===== config.mk =====
export PLATFORM = sky130hd
export DESIGN_NAME = uart_rx
export DESIGN_NICKNAME = d
export VERILOG_FILES = /design/src/rtl/uart_pkg.sv /design/src/rtl/baud_gen.sv /design/src/rtl/uart_rx.sv
export SDC_FILE = /design/constraint.sdc
export NUM_CORES = 1
export LEC_CHECK = 0
export BUFFER_PORTS_ARGS = -buffer_cell sky130_fd_sc_hd__buf_2
export CAP_MARGIN = 15
export CORE_ASPECT_RATIO = 1.5
export CORE_MARGIN = 2
export CORE_UTILIZATION = 63
export CTS_CLUSTER_SIZE = 10
export DETAILED_ROUTE_END_ITERATION = 7
export HOLD_SLACK_MARGIN = 0.08
export PLACE_DENSITY = 0.82
export SLEW_MARGIN = 15
export SYNTH_ARGS = -nofsm -noshare
export SYNTH_HDL_FRONTEND = slang
export SYNTH_SLANG_ARGS = --single-unit

===== constraint.sdc =====
create_clock -name clk -period 5 [get_ports clk]
set_input_delay 1 -clock clk [delete_from_list [all_inputs] [get_ports clk]]
set_output_delay 1 -clock clk [all_outputs]
set_load 0.02 [all_outputs]

===== src/rtl/uart_pkg.sv =====
// Shared UART definitions: receiver state encoding, oversample ratio and the
// start-bit mid-point used by the receiver (and reused by the transmitter).
// The PARITY state exists only when UART_RX_PARITY_EN is defined.
package uart_pkg;

  localparam int unsigned OVERSAMPLE = 16;
  localparam int unsigned START_MID  = 7;
  localparam int unsigned STATE_W    = 3;

  typedef enum logic [STATE_W-1:0] {
    IDLE   = 3'd0,
    START  = 3'd1,
    DATA   = 3'd2,
    STOP   = 3'd3,
    BREAK  = 3'd4
`ifdef UART_RX_PARITY_EN
    ,
    PARITY = 3'd5
`endif
  } rx_state_e;

endpackage


===== src/rtl/baud_gen.sv =====
// Free-running oversample tick generator.
// Ports:
//   clk    - system clock
//   rst    - asynchronous active-low reset
//   o_tick - one-clk enable every CLK_DIV clocks (registered)
module baud_gen #(
  parameter int unsigned CLK_DIV = 326
) (
  input  logic clk,
  input  logic rst,
  output logic o_tick
);

  localparam int unsigned CW = $clog2(CLK_DIV + 1);

  logic [CW-1:0] cnt_q, cnt_d;
  logic          tick_q, tick_d;

  // Wrap counter at CLK_DIV-1 and flag the wrap cycle.
  always_comb begin
    cnt_d  = cnt_q + CW'(1);
    tick_d = 1'b0;
    if (cnt_q == CW'(CLK_DIV - 1)) begin
      cnt_d  = '0;
      tick_d = 1'b1;
    end
  end

  always_ff @(posedge clk or negedge rst) begin
    if (!rst) begin
      cnt_q  <= '0;
      tick_q <= 1'b0;
    end else begin
      cnt_q  <= cnt_d;
      tick_q <= tick_d;
    end
  end

  assign o_tick = tick_q;

endmodule


===== src/rtl/uart_rx.sv =====
// UART receiver with 16x oversampling, glitch rejection on the start bit,
// frame-error detection and break handling.
// Optional even parity: define UART_RX_PARITY_EN.
// Ports:
//   clk          - system clock
//   rst          - asynchronous active-low reset
//   i_rx         - serial line, idle high, asynchronous to clk
//   o_data       - last correctly framed word (LSB first on the line)
//   o_rx_valid   - one-clk pulse, o_data updated
//   o_frame_err  - one-clk pulse, stop bit sampled low
//   o_parity_err - one-clk pulse with o_rx_valid on parity mismatch
//                  (UART_RX_PARITY_EN only)
module uart_rx
  import uart_pkg::*;
#(
  parameter int unsigned N       = 8,
  parameter int unsigned CLK_DIV = 326,
  parameter int unsigned SB_TICK = 16
) (
  input  logic         clk,
  input  logic         rst,
  input  logic         i_rx,
  output logic [N-1:0] o_data,
  output logic         o_rx_valid,
  output logic         o_frame_err
`ifdef UART_RX_PARITY_EN
  ,
  output logic         o_parity_err
`endif
);

  localparam int unsigned SMAX = (SB_TICK > OVERSAMPLE) ? SB_TICK : OVERSAMPLE;
  localparam int unsigned SW   = $clog2(SMAX + 1);
  localparam int unsigned NW   = $clog2(N + 1);

  logic tick;

  baud_gen #(
    .CLK_DIV (CLK_DIV)
  ) u_baud_gen (
    .clk    (clk),
    .rst    (rst),
    .o_tick (tick)
  );

  // Two-flop synchronizer; flops reset to the idle line level.
  logic rx_meta_q, rx_s_q;

  always_ff @(posedge clk or negedge rst) begin
    if (!rst) begin
      rx_meta_q <= 1'b1;
      rx_s_q    <= 1'b1;
    end else begin
      rx_meta_q <= i_rx;
      rx_s_q    <= rx_meta_q;
    end
  end

  rx_state_e     state_q, state_d;
  logic [SW-1:0] s_q, s_d;
  logic [NW-1:0] n_q, n_d;
  logic [N-1:0]  b_q, b_d;
  logic [N-1:0]  data_q, data_d;
  logic          valid_q, valid_d;
  logic          ferr_q, ferr_d;
`ifdef UART_RX_PARITY_EN
  logic          par_mis_q, par_mis_d;
  logic          perr_q, perr_d;
`endif

  // Next-state and output logic.
  always_comb begin
    state_d = state_q;
    s_d     = s_q;
    n_d     = n_q;
    b_d     = b_q;
    data_d  = data_q;
    valid_d = 1'b0;
    ferr_d  = 1'b0;
`ifdef UART_RX_PARITY_EN
    par_mis_d = par_mis_q;
    perr_d    = 1'b0;
`endif

    case (state_q)
      IDLE: begin
        if (!rx_s_q) begin
          s_d     = '0;
          state_d = START;
        end
      end

      START: begin
        if (tick) begin
          if (s_q == SW'(START_MID)) begin
            // Still low at mid-bit: real start bit, else a glitch.
            if (!rx_s_q) begin
              s_d     = '0;
              n_d     = '0;
              state_d = DATA;
            end else begin
              state_d = IDLE;
            end
          end else begin
            s_d = s_q + SW'(1);
          end
        end
      end

      DATA: begin
        if (tick) begin
          if (s_q == SW'(OVERSAMPLE - 1)) begin
            s_d = '0;
            b_d = {rx_s_q, b_q[N-1:1]};
            if (n_q == NW'(N - 1)) begin
`ifdef UART_RX_PARITY_EN
              state_d = PARITY;
`else
              state_d = STOP;
`endif
            end else begin
              n_d = n_q + NW'(1);
            end
          end else begin
            s_d = s_q + SW'(1);
          end
        end
      end

`ifdef UART_RX_PARITY_EN
      PARITY: begin
        if (tick) begin
          if (s_q == SW'(OVERSAMPLE - 1)) begin
            s_d       = '0;
            // Even parity: data plus parity bit must XOR to zero.
            par_mis_d = ^{rx_s_q, b_q};
            state_d   = STOP;
          end else begin
            s_d = s_q + SW'(1);
          end
        end
      end
`endif

      STOP: begin
        if (tick) begin
          if (s_q == SW'(SB_TICK - 1)) begin
            s_d = '0;
            if (rx_s_q) begin
              data_d  = b_q;
              valid_d = 1'b1;
`ifdef UART_RX_PARITY_EN
              perr_d  = par_mis_q;
`endif
              state_d = IDLE;
            end else begin
              ferr_d  = 1'b1;
              state_d = BREAK;
            end
          end else begin
            s_d = s_q + SW'(1);
          end
        end
      end

      BREAK: begin
        // Wait for the line to return high before arming for a new start.
        if (rx_s_q) begin
          state_d = IDLE;
        end
      end

      default: begin
        state_d = IDLE;
      end
    endcase
  end

  always_ff @(posedge clk or negedge rst) begin
    if (!rst) begin
      state_q   <= IDLE;
      s_q       <= '0;
      n_q       <= '0;
      b_q       <= '0;
      data_q    <= '0;
      valid_q   <= 1'b0;
      ferr_q    <= 1'b0;
`ifdef UART_RX_PARITY_EN
      par_mis_q <= 1'b0;
      perr_q    <= 1'b0;
`endif
    end else begin
      state_q   <= state_d;
      s_q       <= s_d;
      n_q       <= n_d;
      b_q       <= b_d;
      data_q    <= data_d;
      valid_q   <= valid_d;
      ferr_q    <= ferr_d;
`ifdef UART_RX_PARITY_EN
      par_mis_q <= par_mis_d;
      perr_q    <= perr_d;
`endif
    end
  end

  assign o_data      = data_q;
  assign o_rx_valid  = valid_q;
  assign o_frame_err = ferr_q;
`ifdef UART_RX_PARITY_EN
  assign o_parity_err = perr_q;
`endif

endmodule


==> summary.txt <==
PwrDens - 258 mW/mm^2
fin. max-slew vios - 0
routed via count - 1,439
Synth Warn # - 0
fin nets - 202
Post-synth EDFFs - 0
CP endpoint kind - flip-flop
clock buffer depth - 2
setup TNS - 0 ns
Worst Tran Pin Value - 1.07 ns
Post-synth ARST share - 100%
post-synthesis xor/xnor area fraction - 3.37%
worst skew pair latency - 0.30 ns
Synth Flop Type - dfrtp_1
Max Clock Freq - 399 MHz
GRT met2 Usage - 44.0%
Post-Syn Area per Cell - 11.2 um^2
Rows - 25
status - finished clean
Startpoint Class - flip-flop
routed len/inst - 17.0 um
Synth Area in Simple Gates - 16.2%
Worst Hold Class - reg -> reg
worst-path fanout max - 17
Initial DRC Count - 57
initial antenna violation count - 0
post-CTS sizing - 0
CTS Hold Bufs - 0
sequential area share after synthesis - 50.7%
Tcrit/Tclk final - 50.1%
die area - 0.00378 mm^2
# H-tree levels - 2
largest family of logic cells by synthesized area - simple AND/OR/NAND/NOR gates
total power - 0.000578 W
fin area - 0.00224 mm^2
Synth Net Count - 193
clk sinks - 42
Max Cap Viol - 0
Synth Area in Compound Gates - 12.4%
clock-pin slew on the worst setup and hold paths - 0.08 ns
post-CTS setup buffer count - 0
DRC Markers - 0
largest net degree at the start of global routing - 43
Slew headroom - 27.8%
Netlist cell types - 49
crit path kind - reg -> reg
layout cells sized above 1 - 23.1%
I/O pin total - 13
final wirelength - 4.00 mm
Num CTS Buffers - 5
Initial Util - 65.7%
GRT Max-Usage Layer - met2
total track usage - 24.7%
Syn Inst Count - 185
Required @ worst endpoint - 5.18 ns
mux share of post-synthesis cell area - 10.1%
core footprint - 0.00316 mm^2
leakage - 1.04 nW
Antenna Diode Count - 0
VDD IR max - 0.238 mV
post-route clock skew - 0.00815 ns
CTS tree - built
PortBufs - 12
crit path DAT - 2.68 ns
vias in the first global route - 1,492
fill cell count - 243
GPL Wtd Cong - 0.899
Vias/cell - 6.12
final hold viol count - 0
hpwl dp - 2.77 mm
clk root buf - clkbuf_8
area delta synth->final - 7.65%
# setup viols final - 0
RSZ-0062 raised after global routing - no
DR pass1 iterations - 4
Tmin final - 2.50 ns
#FFs+latches synth - 42
global-route wire length before repair - 6.73 mm
Die X - 50.9 um
met3 Track Usage GR - 4.82%
grt ovf - 0
antenna-violating nets left - 0
Adder-Cell Fraction of Synth Area - 3.01%
GR Util met1 - 27.5%
die height - 74.3 um
Synth Cell Area - 0.00208 mm^2
placed instance area - 0.00213 mm^2
==> layout make-up <==
type | instances | area, um^2 | area share (%)
Sequential cell | 42 | 1050 | 47.1
Multi-Input combinational cell | 124 | 943 | 42.2
Clock buffer | 6 | 82.6 | 3.69
Timing Repair Buffer | 12 | 60.1 | 2.69
Tap cell | 40 | 50.0 | 2.24
Inverter | 9 | 33.8 | 1.51
Clock inverter | 2 | 12.5 | 0.560
==> layer usage <==
| layer | up-vias | part of all wire [%] |
|---|---|---|
| li1 | 697 | - |
| met1 | 703 | 39 |
| met2 | 29 | 56 |
| met3 | 10 | 2.6 |
| met4 | 0 | 2.7 |
| met5 | - | 0 |
==> synth_stat cells (all sizes together) (2+ instances only) <==
library cell	instances	area (um^2)
dfstp	2	52.6
dfrtp	40	1000
xnor2	5	43.8
xor2	3	26.3
a21o	3	22.5
nand2	8	30.0
nor3	2	21.3
mux2	16	180
buf	6	37.5
a21oi	2	10.0
inv	9	33.8
and3	3	18.8
nand4b	2	17.5
nand3	10	62.6
nor2	12	45.0
nand3b	2	15.0
nor4	3	25.0
nor2b	3	18.8
a32o	2	20.0
mux2i	3	30.0
a211oi	2	15.0
ha	5	62.6
o21ai	9	45.0
a31oi	4	25.0
nand2b	3	18.8
a31o	2	17.5
and3b	2	17.5
o32ai	2	17.5
clkbuf	4	15.0
==> flip-flops by register name, indices dropped and copies added, names as in the netlist <==
register / flops
u_baud_gen.cnt_q: 9
n_q: 4
s_q: 5
u_baud_gen.o_tick: 1
b_q: 8
rx_meta_q: 1
o_frame_err: 1
o_data: 8
o_rx_valid: 1
rx_s_q: 1
state_q: 3
==> layout by cell type (no fill, tap or decap), drive strengths merged, types with 3 or more instances in the layout <==
cell and instances:
mux2i 3, xnor2 5, a31oi 4, nor2 12
nor4 3, clkbuf 6, a21o 3, xor2 3
o21ai 9, nand2b 3, dfrtp 40, nand3 10
inv 9, and3 3, buf 12, nand2 8
nor2b 3, ha 5, mux2 16
==> critical path, stage by stage (launching register included) <==
cell and delay (ns):
dfrtp_1 0.64, or3b_1 0.48, nor4_2 0.83, mux2_2 0.43
==> worst paths after layout <==
check	startpoint	to	slack, ns	depth (start not counted)
max	state_q[1]$_DFFE_PN0P_	b_q[5]$_DFFE_PN0P_	2.50	3
min	rx_meta_q$_DFF_PN1_	rx_s_q$_DFF_PN1_	0.36	0
max reg2reg	state_q[1]$_DFFE_PN0P_	b_q[5]$_DFFE_PN0P_	2.50	3
min reg2reg	rx_meta_q$_DFF_PN1_	rx_s_q$_DFF_PN1_	0.36	0
max in group asynchronous	rst	b_q[5]$_DFFE_PN0P_	3.62	1
min in group asynchronous	rst	state_q[2]$_DFFE_PN0P_	0.81	1
==> metrics by stage <==
step | setup WS [ns] | utilization, % | hold WS (ns) | instances
floorplan | 3.17 | - | 0.345 | 185
global placement | 2.66 | 67.6 | 0.347 | 227
detailed placement | 2.57 | 67.6 | 0.351 | 227
CTS | 2.51 | 70.6 | 0.366 | 235
global route | 2.36 | 70.8 | 0.370 | 235
finish | 2.50 | 70.8 | 0.363 | 235
==> where the power goes <==
part           switching [W]  internal (W)
clock network       0.000115      0.000111
logic             0.00000838    0.00000151
registers         0.00000139      0.000341
==> cells by family after synthesis <==
kind of cell | Yosys count
AO/OA/AOI/OAI | 36
XOR/XNOR | 8
adder cells (fa/ha/maj) | 5
buffers and inverters | 19
flip-flops | 42
multiplexers | 19
AND/OR/NAND/NOR | 56
No activity file was read; power rests on OpenSTA's default activity.
